`src/rtl/fsrcnn_pkg.sv`:
```
// Shared definitions for the PE array tile datapath: state encoding seen on
// top_level_state, default address widths and the PE array pipeline depth.
package fsrcnn_pkg;
  localparam int PB_AW_D = 8;
  localparam int WB_AW_D = 10;
  localparam int DB_AW_D = 12;
  localparam int CNT_W_D = 8;
  localparam int PE_LAT  = 3;

  typedef enum logic [2:0] {
    ST_IDLE    = 3'd0,
    ST_CFG     = 3'd1,
    ST_FETCH   = 3'd2,
    ST_COMPUTE = 3'd3,
    ST_DONE    = 3'd4
  } state_t;
endpackage

```
`src/rtl/pe_tile_scheduler_if.sv`:
```
// Scheduler <-> PE array / buffer read bundle. The scheduler is the master.
interface pe_tile_scheduler_if
  import fsrcnn_pkg::*;
#(
  parameter int PB_AW = PB_AW_D,
  parameter int WB_AW = WB_AW_D,
  parameter int DB_AW = DB_AW_D,
  parameter int CNT_W = CNT_W_D
) ();
  logic [2:0]       top_level_state;
  logic [CNT_W-1:0] tile_size;
  logic [PB_AW-1:0] pb_addr;
  logic             new_tile;
  logic             wb_re;
  logic [WB_AW-1:0] wb_ra;
  logic             db_re;
  logic [DB_AW-1:0] db_ra;
  logic             pe_finish_flg;

  modport master (
    output top_level_state, tile_size, pb_addr, new_tile,
    output wb_re, wb_ra, db_re, db_ra,
    input  pe_finish_flg
  );
  modport slave (
    input  top_level_state, tile_size, pb_addr, new_tile,
    input  wb_re, wb_ra, db_re, db_ra,
    output pe_finish_flg
  );
endinterface

```
`src/rtl/loop_addr_gen.sv`:
```
// ci/co loop counters and running-offset address generators; all products
// co*(ts+1), ci*(ts+1) and the linear group index are kept as running sums.
module loop_addr_gen
  import fsrcnn_pkg::*;
#(
  parameter int PB_AW = PB_AW_D,
  parameter int WB_AW = WB_AW_D,
  parameter int DB_AW = DB_AW_D,
  parameter int CNT_W = CNT_W_D
) (
  input  logic             clk,
  input  logic             rst,
  input  logic             i_load,
  input  logic             i_fetch,
  input  logic             i_pix_step,
  input  logic             i_grp_done,
  input  logic [CNT_W-1:0] i_ts,
  input  logic [CNT_W-1:0] i_ci_num,
  input  logic [CNT_W-1:0] i_co_num,
  input  logic [PB_AW-1:0] i_pb_base,
  input  logic [WB_AW-1:0] i_wb_base,
  input  logic [DB_AW-1:0] i_db_base,
  output logic             o_first_ci,
  output logic             o_last_ci,
  output logic             o_last_co,
  output logic [PB_AW-1:0] o_pb_addr,
  output logic [WB_AW-1:0] o_wb_addr,
  output logic [DB_AW-1:0] o_db_row,
  output logic [DB_AW-1:0] o_db_ptr
);
  logic [CNT_W-1:0] r_ci, r_co;
  logic [PB_AW-1:0] r_pb;
  logic [WB_AW-1:0] r_wb;
  logic [DB_AW-1:0] r_db_base, r_db_row, r_db_ptr;
  logic [CNT_W:0]   w_ts_p1;

  assign w_ts_p1 = {1'b0, i_ts} + (CNT_W+1)'(1);

  always_ff @(posedge clk or negedge rst) begin
    if (!rst) begin
      r_ci      <= '0;
      r_co      <= '0;
      r_pb      <= '0;
      r_wb      <= '0;
      r_db_base <= '0;
      r_db_row  <= '0;
      r_db_ptr  <= '0;
    end else begin
      if (i_load) begin
        r_ci      <= '0;
        r_co      <= '0;
        r_pb      <= i_pb_base;
        r_wb      <= i_wb_base;
        r_db_base <= i_db_base;
        r_db_row  <= i_db_base;
      end else if (i_grp_done) begin
        // weight words are stored group-linear: one step per (co,ci) pair
        r_wb <= r_wb + WB_AW'(1);
        if (!o_last_ci) begin
          r_ci     <= r_ci + CNT_W'(1);
          r_db_row <= r_db_row + DB_AW'(w_ts_p1);
        end else begin
          r_ci     <= '0;
          r_db_row <= r_db_base;
          if (!o_last_co) begin
            r_co <= r_co + CNT_W'(1);
            r_pb <= r_pb + PB_AW'(w_ts_p1);
          end
        end
      end
      if (i_fetch)         r_db_ptr <= r_db_row + DB_AW'(1);
      else if (i_pix_step) r_db_ptr <= r_db_ptr + DB_AW'(1);
    end
  end

  assign o_first_ci = (r_ci == '0);
  assign o_last_ci  = (r_ci >= i_ci_num);
  assign o_last_co  = (r_co >= i_co_num);
  assign o_pb_addr  = r_pb;
  assign o_wb_addr  = r_wb;
  assign o_db_row   = r_db_row;
  assign o_db_ptr   = r_db_ptr;
endmodule

```
`src/rtl/pe_tile_scheduler.sv`:
```
// Tile sequencer for the 16x4 PE adder-tree array: walks co/ci groups through
// CFG -> FETCH -> COMPUTE and cross-checks pe_finish_flg against its own count.
module pe_tile_scheduler
  import fsrcnn_pkg::*;
#(
  parameter int PB_AW = PB_AW_D,
  parameter int WB_AW = WB_AW_D,
  parameter int DB_AW = DB_AW_D,
  parameter int CNT_W = CNT_W_D
) (
  input  logic                clk,
  input  logic                rst,
  input  logic                start,
  input  logic [CNT_W-1:0]    cfg_tile_size,
  input  logic [CNT_W-1:0]    cfg_ci_num,
  input  logic [CNT_W-1:0]    cfg_co_num,
  input  logic [PB_AW-1:0]    cfg_pb_base,
  input  logic [WB_AW-1:0]    cfg_wb_base,
  input  logic [DB_AW-1:0]    cfg_db_base,
  pe_tile_scheduler_if.master pe,
  output logic                busy,
  output logic                done,
  output logic                err
);
  localparam logic [CNT_W+1:0] LAT = (CNT_W+2)'(PE_LAT);

  state_t           r_state, w_state_nxt;
  logic [CNT_W-1:0] r_ts, r_ci_num, r_co_num;
  logic [CNT_W+1:0] r_pix;  // doubles as cc: both restart at COMPUTE entry
  logic             r_err;

  logic w_load, w_fetch, w_pix_step, w_grp_done, w_err_set;
  logic w_pix_live, w_at_end, w_in_grp, w_wb_re;
  logic w_first_ci, w_last_ci, w_last_co;
  logic [PB_AW-1:0] w_pb;
  logic [WB_AW-1:0] w_wb;
  logic [DB_AW-1:0] w_db_row, w_db_ptr;

  loop_addr_gen #(.PB_AW(PB_AW), .WB_AW(WB_AW), .DB_AW(DB_AW), .CNT_W(CNT_W)) u_gen (
    .clk        (clk),
    .rst        (rst),
    .i_load     (w_load),
    .i_fetch    (w_fetch),
    .i_pix_step (w_pix_step),
    .i_grp_done (w_grp_done),
    .i_ts       (r_ts),
    .i_ci_num   (r_ci_num),
    .i_co_num   (r_co_num),
    .i_pb_base  (cfg_pb_base),
    .i_wb_base  (cfg_wb_base),
    .i_db_base  (cfg_db_base),
    .o_first_ci (w_first_ci),
    .o_last_ci  (w_last_ci),
    .o_last_co  (w_last_co),
    .o_pb_addr  (w_pb),
    .o_wb_addr  (w_wb),
    .o_db_row   (w_db_row),
    .o_db_ptr   (w_db_ptr)
  );

  assign w_pix_live = (r_state == ST_COMPUTE) && (r_pix < {2'b00, r_ts});
  assign w_at_end   = (r_pix == ({2'b00, r_ts} + LAT));

  always_ff @(posedge clk or negedge rst) begin
    if (!rst) begin
      r_state  <= ST_IDLE;
      r_ts     <= '0;
      r_ci_num <= '0;
      r_co_num <= '0;
      r_pix    <= '0;
      r_err    <= 1'b0;
    end else begin
      r_state <= w_state_nxt;
      if (w_load) begin
        r_ts     <= cfg_tile_size;
        r_ci_num <= cfg_ci_num;
        r_co_num <= cfg_co_num;
      end
      if (w_fetch)                     r_pix <= '0;
      else if (r_state == ST_COMPUTE) r_pix <= r_pix + (CNT_W+2)'(1);
      if (w_load)         r_err <= 1'b0;
      else if (w_err_set) r_err <= 1'b1;
    end
  end

  always_comb begin
    w_state_nxt = r_state;
    w_load      = 1'b0;
    w_fetch     = 1'b0;
    w_pix_step  = 1'b0;
    w_grp_done  = 1'b0;
    w_err_set   = 1'b0;
    case (r_state)
      ST_IDLE: if (start) begin
        w_load      = 1'b1;
        w_state_nxt = ST_CFG;
      end
      ST_CFG: w_state_nxt = ST_FETCH;
      ST_FETCH: begin
        w_fetch     = 1'b1;
        w_state_nxt = ST_COMPUTE;
      end
      ST_COMPUTE: begin
        w_pix_step = w_pix_live;
        // an early or missing finish is flagged but never stalls the sequence
        if (pe.pe_finish_flg || w_at_end) begin
          w_grp_done  = 1'b1;
          w_err_set   = !(pe.pe_finish_flg && w_at_end);
          w_state_nxt = (w_last_ci && w_last_co) ? ST_DONE : ST_CFG;
        end
      end
      ST_DONE: w_state_nxt = ST_IDLE;
      default: begin
        w_err_set   = 1'b1;
        w_state_nxt = ST_IDLE;
      end
    endcase
  end

  assign w_in_grp = (r_state == ST_CFG) || (r_state == ST_FETCH) || (r_state == ST_COMPUTE);
  assign w_wb_re  = (r_state == ST_FETCH);

  assign pe.top_level_state = r_state;
  assign pe.tile_size       = r_ts;
  assign pe.pb_addr         = w_in_grp ? w_pb : '0;
  assign pe.new_tile        = w_in_grp && w_first_ci;
  assign pe.wb_re           = w_wb_re;
  assign pe.wb_ra           = w_wb_re ? w_wb : '0;
  assign pe.db_re           = w_wb_re || w_pix_live;
  assign pe.db_ra           = w_wb_re ? w_db_row : (w_pix_live ? w_db_ptr : '0);

  assign busy = (r_state != ST_IDLE);
  assign done = (r_state == ST_DONE);
  assign err  = r_err;
endmodule

```
`src/flat_wrapper.sv`:
```
// flat-port wrapper written by rule: the top's interface ports become plain ports
module pe_tile_scheduler_flat import fsrcnn_pkg::*;
#(
  parameter int PB_AW = PB_AW_D,
  parameter int WB_AW = WB_AW_D,
  parameter int DB_AW = DB_AW_D,
  parameter int CNT_W = CNT_W_D
)
  (clk, rst, start, cfg_tile_size, cfg_ci_num, cfg_co_num, cfg_pb_base, cfg_wb_base, cfg_db_base, busy, done, err, pe_top_level_state, pe_tile_size, pe_pb_addr, pe_new_tile, pe_wb_re, pe_wb_ra, pe_db_re, pe_db_ra, pe_pe_finish_flg);
  pe_tile_scheduler_if #(.PB_AW(PB_AW), .WB_AW(WB_AW), .DB_AW(DB_AW), .CNT_W(CNT_W)) pe_i ();
  input  logic clk;
  input  logic rst;
  input  logic start;
  input  logic [CNT_W-1:0] cfg_tile_size;
  input  logic [CNT_W-1:0] cfg_ci_num;
  input  logic [CNT_W-1:0] cfg_co_num;
  input  logic [PB_AW-1:0] cfg_pb_base;
  input  logic [WB_AW-1:0] cfg_wb_base;
  input  logic [DB_AW-1:0] cfg_db_base;
  output logic busy;
  output logic done;
  output logic err;
  output wire logic [$bits(pe_i.top_level_state)-1:0] pe_top_level_state;
  output wire logic [$bits(pe_i.tile_size)-1:0] pe_tile_size;
  output wire logic [$bits(pe_i.pb_addr)-1:0] pe_pb_addr;
  output wire logic [$bits(pe_i.new_tile)-1:0] pe_new_tile;
  output wire logic [$bits(pe_i.wb_re)-1:0] pe_wb_re;
  output wire logic [$bits(pe_i.wb_ra)-1:0] pe_wb_ra;
  output wire logic [$bits(pe_i.db_re)-1:0] pe_db_re;
  output wire logic [$bits(pe_i.db_ra)-1:0] pe_db_ra;
  input wire logic [$bits(pe_i.pe_finish_flg)-1:0] pe_pe_finish_flg;
  assign pe_top_level_state = pe_i.top_level_state;
  assign pe_tile_size = pe_i.tile_size;
  assign pe_pb_addr = pe_i.pb_addr;
  assign pe_new_tile = pe_i.new_tile;
  assign pe_wb_re = pe_i.wb_re;
  assign pe_wb_ra = pe_i.wb_ra;
  assign pe_db_re = pe_i.db_re;
  assign pe_db_ra = pe_i.db_ra;
  assign pe_i.pe_finish_flg = pe_pe_finish_flg;
  pe_tile_scheduler #(.PB_AW(PB_AW), .WB_AW(WB_AW), .DB_AW(DB_AW), .CNT_W(CNT_W)) u_core (.clk(clk), .rst(rst), .start(start), .cfg_tile_size(cfg_tile_size), .cfg_ci_num(cfg_ci_num), .cfg_co_num(cfg_co_num), .cfg_pb_base(cfg_pb_base), .cfg_wb_base(cfg_wb_base), .cfg_db_base(cfg_db_base), .pe(pe_i), .busy(busy), .done(done), .err(err));
endmodule
```
`config.mk`:
```
export PLATFORM = sky130hd
export DESIGN_NAME = pe_tile_scheduler_flat
export DESIGN_NICKNAME = d
export VERILOG_FILES = /design/src/rtl/fsrcnn_pkg.sv /design/src/rtl/pe_tile_scheduler_if.sv /design/src/rtl/loop_addr_gen.sv /design/src/rtl/pe_tile_scheduler.sv /design/src/flat_wrapper.sv
export SDC_FILE = /design/constraint.sdc
export NUM_CORES = 1
export LEC_CHECK = 0
export CORE_ASPECT_RATIO = 1.75
export CORE_MARGIN = 5
export CORE_UTILIZATION = 40
export DETAILED_ROUTE_END_ITERATION = 8
export PLACE_DENSITY = 0.65
export SYNTH_ARGS = -nofsm -noshare
export SYNTH_HDL_FRONTEND = slang
export SYNTH_SLANG_ARGS = --single-unit
```
`constraint.sdc`:
```
create_clock -name clk -period 3.9 [get_ports clk]
set_input_delay 0.78 -clock clk [delete_from_list [all_inputs] [get_ports clk]]
set_output_delay 0.78 -clock clk [all_outputs]
set_load 0.05 [all_outputs]
```
Yosys cells after proc, flatten, opt, wreduce, memory -nomap -nowiden
Cells that the tools add are included.
{"block": "op_classes", "reduce_logical": 20, "magnitude_cmp": 3, "mux": 38, "eq_ne": 8, "addsub": 10}
{"op": "$mux W8", "count": 12}
{"op": "$mux W12", "count": 7}
{"op": "$mux W10", "count": 5}
{"op": "$add A12 B1 Y12 const B", "count": 2}
{"op": "$add A10 B1 Y10 const B", "count": 2}
{"op": "$add A8 B1 Y8 const B", "count": 2}
{"op": "$ge A8 B8 Y1", "count": 2}
{"op": "$add A12 B9 Y12", "count": 1}
{"op": "$pmux W3 S4", "count": 1}
{"op": "$eq A10 B10 Y1", "count": 1}
{"op": "$lt A10 B8 Y1", "count": 1}
{"op": "$reduce_bool A2 Y1", "count": 5}
{"op": "$add A8 B1 Y9 const B", "count": 1}
{"op": "$add A8 B2 Y9 const B", "count": 1}
{"op": "$mux W1", "count": 9}
{"op": "$mux W3", "count": 3}
{"op": "$add A8 B8 Y8", "count": 1}
{"op": "$logic_not A8 Y1", "count": 1}
{"op": "$eq A3 B2 Y1 const B", "count": 2}
{"op": "$ne A2 B2 Y1 const B", "count": 3}
{"op": "$logic_and A1 B1 Y1", "count": 4}
{"op": "$logic_or A1 B1 Y1", "count": 4}
{"op": "$reduce_or A4 Y1", "count": 1}
{"op": "$eq A3 B1 Y1 const B", "count": 1}
{"op": "other kinds (7)", "count": 7}
{"block": "word_totals", "in_bits": 58, "output_inout_bits": 47, "word_cells": 92, "ff_bits": 108}

Logic depth before layout (Yosys ltp)
Gate-level depths: netlist of run 1.
{"block": "depth", "word_depth": 8, "depth_mapped": 16}

Hierarchy
From an unflattened synthesis of run 1, not the netlist that was laid out.
{"block": "unflattened", "hier_cells": 798, "hier_area_um2": 7260.7}
{"mod": "loop_addr_gen", "seq_area_each_um2": 1751.7, "area_each_um2": 4958.5, "instances": 1, "cells_per_inst": 558}
{"mod": "pe_tile_scheduler", "seq_area_each_um2": 950.9, "area_each_um2": 2302.2, "instances": 1, "cells_per_inst": 240}

Least setup slack after synthesis of run 1
No wires, ideal clock.
{"block": "synth_path", "path_kind": "flip-flop to output port", "startpoint": "register u_core.r_ts[7], in the netlist u_core.pe.tile_size[7]", "endpoint": "output pe_db_ra[5]", "required_ns": 3.120, "stages_incl_launch_ff": 11, "arrival_ns": 2.983, "path_slack_ns": 0.137, "path_cell_list": "dfrtp_1 inv_1 ha_1 a2111oi_2 nand3_1 or3_4 o21ai_4 buf_6 buf_4 nand2_1 o21ai_0"}
{"block": "synth_between", "elab_chain_cells": 4}
{"item": "start: declaration", "line": "pe_tile_scheduler.sv:28", "source": "logic [CNT_W-1:0] r_ts, r_ci_num, r_co_num;"}
{"item": "start signal: assignment", "line": "pe_tile_scheduler.sv:75", "source": "r_ts <= cfg_tile_size;"}
{"item": "$lt A10 B8 Y1", "line": "pe_tile_scheduler.sv:61", "source": "assign w_pix_live = (r_state == ST_COMPUTE) && (r_pix < {2'b00, r_ts});"}
{"item": "$logic_and A1 B1 Y1", "line": "pe_tile_scheduler.sv:61"}
{"item": "$mux W12 (2 in a row)", "line": "pe_tile_scheduler.sv:130", "source": "assign pe.db_ra = w_wb_re ? w_db_row : (w_pix_live ? w_db_ptr : '0);"}
{"item": "end: declaration", "line": "flat_wrapper.sv:30", "source": "output wire logic [$bits(pe_i.db_ra)-1:0] pe_db_ra;"}
No other way between the ends.

Worst setup path in the final report of run 1
{"block": "layout_path", "startpoint": "register u_core.r_ts[7], in the netlist u_core.pe.tile_size[7]", "endpoint": "output pe_db_ra[7]"}
The elaborated chain is that of the path after synthesis.

==> results of run 1 <==
## sequential cells by signal (all words and copies together), names as in the netlist
register	count
u_core.pe.top_level_state	3
u_core.u_gen.o_wb_addr	10
u_core.u_gen.o_pb_addr	8
u_core.u_gen.r_co	8
u_core.pe.tile_size	8
u_core.u_gen.r_ci	8
u_core.u_gen.o_db_row	12
u_core.u_gen.r_db_base	12
u_core.r_ci_num	8
u_core.r_co_num	8
u_core.r_pix	10
u_core.u_gen.o_db_ptr	12
u_core.err	1
## power groups by stage
| stage | Clock, mW | Sequential, mW | Combinational, mW |
|---|---|---|---|
| floorplan | 0 | 2.13 | 3.67 |
| global placement | 0 | 2.14 | 5.44 |
| detailed placement | 0 | 2.14 | 5.49 |
| CTS | 0.935 | 2.13 | 5.52 |
| global route | 0.980 | 2.21 | 6.09 |
| finish | 0.915 | 2.13 | 5.55 |
## area by class of cell
class                      instances  area [sq um]  area share
multi-input combinational        651          4060       0.461
clock buffer                      11           233      0.0264
tap                              231           289      0.0328
sequential                       108          2700       0.307
timing repair buffer             124          1330       0.151
inverter                          37           139      0.0158
clock inverter                     4          51.3     0.00583
## stage by stage
stage	hold WS [ps]	utilization	setup WS, ps	area, sq um	std cells
after global routing	505	0.504	30.0	8800	1166
after global placement	464	0.486	475	8480	1146
final	466	0.504	228	8800	1166
after floorplan	445	-	137	7080	837
after CTS	481	0.502	121	8760	1161
after detailed placement	462	0.486	399	8480	1146
## repair_timing
item / in CTS / in global routing
setup endpoints to repair: 0 / 1
hold buffers: 0 / 0
buffers inserted: 0 / 5
## routing by layer
metal,global-route usage,vias to the layer above,part of all wire
met5,0,-,0
li1,-,3045,-
met1,0.214,2935,0.39
met3,0.0273,43,0.039
met2,0.333,151,0.52
met4,0.103,0,0.048
## worst min-delay path by stage
stage / startpoint / to / slack (ps) / cells past startpoint
floorplan: u_core.u_gen.r_db_base[11] / u_core.u_gen.r_db_base[11] / 450 / 2
global placement: u_core.u_gen.r_db_base[10] / u_core.u_gen.r_db_base[10] / 460 / 2
detailed placement: u_core.u_gen.r_db_base[2] / u_core.u_gen.r_db_base[2] / 460 / 2
CTS: rst / u_core.u_gen.r_db_base[2] / 480 / 1
global route: u_core.u_gen.r_db_base[2] / u_core.u_gen.r_db_base[2] / 500 / 2
finish: rst / u_core.u_gen.r_db_base[2] / 470 / 1
## placed cells by master, fill, tap and decap left out, drive strengths merged, types with 3 or more instances in the layout
master,Yosys,final
buf,21,45
and3,14,14
nand4,9,9
o211ai,4,4
nor3,14,14
a31oi,6,6
ha,51,51
a22oi,3,3
nor2b,5,5
and2,20,20
clkdlybuf4s50,0,79
o21bai,4,4
nand3b,4,4
o21a,3,3
xnor2,29,29
clkbuf,20,11
a21oi,50,50
a211oi,8,8
inv,37,37
nor2,67,67
a21o,3,3
nand3,30,30
nand2,158,158
xor2,40,40
dfrtp,108,108
or3,6,6
mux2i,4,4
a22o,12,12
nand2b,5,5
o21ai,73,73
## logic make-up (layout without fill, tap and decap cells)
kind of cell	count (synthesis)	after routing	synth area share
muxes	6	6	0.00883
AOI/OAI and AO/OA	182	182	0.157
adders and majority gates	53	53	0.0958
buffers and inverters	78	176	0.0479
DFF	108	108	0.382
xor gates and xnor gates	69	69	0.0853
and+or+nand+nor	341	341	0.223
==> results.cfg, run 1 <==
[outcome]
status = complete, no violations

[power]
pwr-share-seq = 0.248
ir_drop_uv = 536
power.leakage_nw = 3.89
power_density_nw_per_um2 = 977
internal_power_mw = 4.43
p_total_mw = 8.60
swShare = 0.485
p_comb_frac = 0.646
clkPwrFrac = 0.106
power_switching_mw = 4.17

[synth]
synth_seq_cells = 108
synth_warnings = 0
synth-async-reset-ratio = 1.00
ys_types = 63
synth_top_area_share = 0.382
syn_nets = 948
syn_area_sq_um = 7080
postSynthAreaPerCell_sq_um = 8.46
synth.most_common_cell = nand2_1
ys_seq_area_frac = 0.382
synth_top_flop_cell = dfrtp_1
synth_edf_count = 0
synth_area_leader_cell = dfrtp_1
synth_top_cells_by_count = nand2_1 (158), dfrtp_1 (108), o21ai_0 (68), nor2_1 (66), ha_1 (51)
synth_cells = 837
ys_top_cells_by_area = dfrtp_1 (38%), ha_1 (9.0%), nand2_1 (8.4%)

[worst_setup_path]
critPathMaxFanout = 9
rr_startpoint = u_core.pe.tile_size[0]
rr_endpoint = u_core.u_gen.o_db_row[11]
slowest_delay_ps = 410
cpMaxStageDelayCell = dfrtp_1
crit_required_ps = 3120
worstRegToRegCells = 16
worstSetupEndpoint = pe_db_ra[7]
arrival_ps = 2890
path_cells = inv_1 > ha_1 > a2111oi_2 > nand3_1 > or3_4 > o21ai_4 > buf_4 > a22o_1 > buf_12
reg2reg_slack_ps = 340
path_class = register to output port
worst-path-stages = 9
end_kind = output port
path_buf_inv = 3
path_delay_family = compound AO/OA/AOI/OAI gates
startpoint = u_core.pe.tile_size[7]
cp-start-kind = register

[cts]
ctsHtreeMaxLevel = 3
root_buffer = clkbuf_16
cts_sinks = 108
cts_tree = yes
cts_buffer_depth = 2
clk_pin_slew_ps = 70
cts_made_buffers = 9
clk_latency_ps = 350
ctsResizeCount = 0

[timing]
slew_viol_final = 0
relSlewSlack = 0.359
fin_crit_ps = 3670
final_hold_viol_count = 0
fmax_mhz = 272
tightest_slew_ps = 962
finalSetupViolCount = 0
period_share = 0.941
tns_ps = 0
fin_worst_skew_ps = 7.89
rsz0062_at_grt = false

[grt]
first_global_vias = 6167
grt-ovfl-total = 0
grt_pass1_wl_microns = 31100
grt_max_degree = 87
antenna_found_initial = 0
grtUsageTotal = 0.186

[die]
rows = 64
die_area_sq_um = 20600
io_pins = 105
dieHeight_microns = 186
core-area_sq_um = 17500
die_w_microns = 111
start_util = 0.406

[run]
maxCapViolations = 0

[detailed_routing]
avgRoutedWirePerCell_microns = 16.5
routed_via_density = 5.30
ant_nets = 0
dr.pass1.iters = 5
drt_iter0_markers = 305
num_vias = 6174
drc = 0
wl_microns = 19300

[placement]
place.gp.congestion = 0.880
dp_hpwl_microns = 14400
portBuffers = 104

[final_layout]
drive_above_1_share = 0.0813
antenna_cells = 0
final_nets = 1042
area_delta_synth_final_pct = 24.3
fillers = 1730

[hold_path]
hp-class = input port to async pin
Note: power is estimated with default switching activity, not from simulation.
==> inputs of run 2 (changes only) <==
--- a/config.mk
+++ b/config.mk
@@ -5,9 +5,10 @@
 export SDC_FILE = /design/constraint.sdc
 export NUM_CORES = 1
 export LEC_CHECK = 0
-export CORE_ASPECT_RATIO = 1.75
-export CORE_MARGIN = 5
+export CORE_ASPECT_RATIO = 0.7
+export CORE_MARGIN = 2
 export CORE_UTILIZATION = 40
+export CTS_CLUSTER_DIAMETER = 50
 export DETAILED_ROUTE_END_ITERATION = 8
 export PLACE_DENSITY = 0.65
 export SYNTH_ARGS = -nofsm -noshare
==> results.cfg, run 2 (synthesized netlist as in run 1, its figures left out) <==
[cts]
root_buffer = clkbuf_16
cts_buffer_depth = 2
cts_tree = yes
clk_latency_ps = 350
ctsHtreeMaxLevel = 3
clk_pin_slew_ps = 70
cts_made_buffers = 9
cts_sinks = 108
cts_hold_buf = 0

[timing]
final_hold_viol_count = 0
period_share = 0.942
fin_worst_skew_ps = 7.89
fin_crit_ps = 3670
finalSetupViolCount = 0
slew_viol_final = 0
rsz0062_at_grt = false
tightest_slew_ps = 830
relSlewSlack = 0.447
tns_ps = 0
fmax_mhz = 272

[detailed_routing]
num_vias = 6112
dr.pass1.iters = 5
drc = 0
avgRoutedWirePerCell_microns = 15.6
ant_nets = 0
drt_iter0_markers = 524
routed_via_density = 5.24
wl_microns = 18200

[worst_setup_path]
path_cells = inv_1 > ha_1 > a2111oi_2 > nand3_1 > or3_4 > o21ai_4 > buf_6 > nand2_1 > o21ai_1 > buf_12
cp-start-kind = register
crit_required_ps = 3120
path_delay_family = compound AO/OA/AOI/OAI gates
worstRegToRegCells = 15
cpMaxStageDelayCell = dfrtp_1
critPathMaxFanout = 10
slowest_delay_ps = 400
path_buf_inv = 3
startpoint = u_core.pe.tile_size[7]
arrival_ps = 2890
rr_endpoint = u_core.u_gen.o_db_row[11]
reg2reg_slack_ps = 320
rr_startpoint = u_core.pe.tile_size[1]
end_kind = output port
path_class = register to output port

[grt]
antenna_found_initial = 0
grtUsageTotal = 0.200
grt_max_degree = 74
grt-ovfl-total = 0
grt_pass1_wl_microns = 29900
first_global_vias = 5758

[power]
ir_drop_uv = 492
p_total_mw = 8.54
power.leakage_nw = 3.88
power_density_nw_per_um2 = 973

[final_layout]
fillers = 1642
final_cell_mix = nand2_1 (158), dfrtp_1 (108), clkdlybuf4s50_1 (79), o21ai_0 (67), nor2_1 (66)
multi_input_area_sq_um = 4060
seq_area_sq_um = 2700
final_nets = 1042
fin_util = 0.508
area_delta_synth_final_pct = 23.9
antenna_cells = 0
mostFrequentLayoutCell = nand2_1
drive_above_1_share = 0.0833

[hold_path]
hp-class = register to register
hold_start = u_core.u_gen.r_db_base[2]
worstHoldPathCells = 2
hold_end = u_core.u_gen.r_db_base[2]

[die]
rows = 40
dieHeight_microns = 115
die_area_sq_um = 18800
start_util = 0.410
core-area_sq_um = 17300
io_pins = 105
die_w_microns = 163

[placement]
portBuffers = 104
dp_hpwl_microns = 13400
place.gp.congestion = 0.885

[run]
maxCapViolations = 0

[outcome]
status = complete, no violations
==> run 2: final cells by class <==
type | instances | share of cell area
inverter | 37 | 0.0158
clock inverter | 6 | 0.00471
sequential | 108 | 0.308
multi-input combinational | 651 | 0.463
timing repair buffer | 124 | 0.150
clock buffer | 10 | 0.0261
tap | 231 | 0.0330
==> run 2: repair_timing <==
| action | CTS | global route |
|---|---|---|
| setup buffers | 0 | 2 |
| endpoints found under the setup margin | 0 | 3 |
| resized for setup | 0 | 3 |
==> run 2: through the flow <==
step           hold WS, ps  cell area [sq um]  worst slack [ps]  cells
6_report               476               8770               226   1167
5_1_grt                496               8770              9.14   1167
4_1_cts                481               8750               159   1165
3_5_place_dp           462               8480               282   1149
3_3_place_gp           461               8480               397   1149
2_1_floorplan          445               7080               137    837
==> run 2: per-layer routing <==
metal  vias up  GRT usage  part of all wire
li1       3050          -                 -
met1      2887      0.304              0.52
met2       161      0.300              0.41
met3        14     0.0437             0.060
met4         0     0.0265            0.0062
met5         -          0                 0
==> run 2: worst max-delay path by stage <==
stage                                 to  slack [ps]  depth (start not counted)
3_5_place_dp   u_core.u_gen.o_db_row[11]         280                         15
5_1_grt                      pe_db_ra[5]           9                         10
6_report                     pe_db_ra[5]         230                         10
2_1_floorplan                pe_db_ra[5]         140                         10
4_1_cts                      pe_db_ra[5]         160                         10
3_3_place_gp   u_core.u_gen.o_db_row[11]         400                         15
==> run 2: report_power, final <==
group | leakage, nW | total [mW] | switching, mW | internal [mW]
registers | 1.34 | 2.11 | 0.527 | 1.58
clock network | 0.124 | 0.869 | 0.435 | 0.433
logic | 2.42 | 5.56 | 3.23 | 2.33
==> run 2: worst min-delay path: cells and delay by family (launching register included) <==
kind / cells / cell delay [ps]
flip-flops: 1 / 340
AND/OR/NAND/NOR: 2 / 100
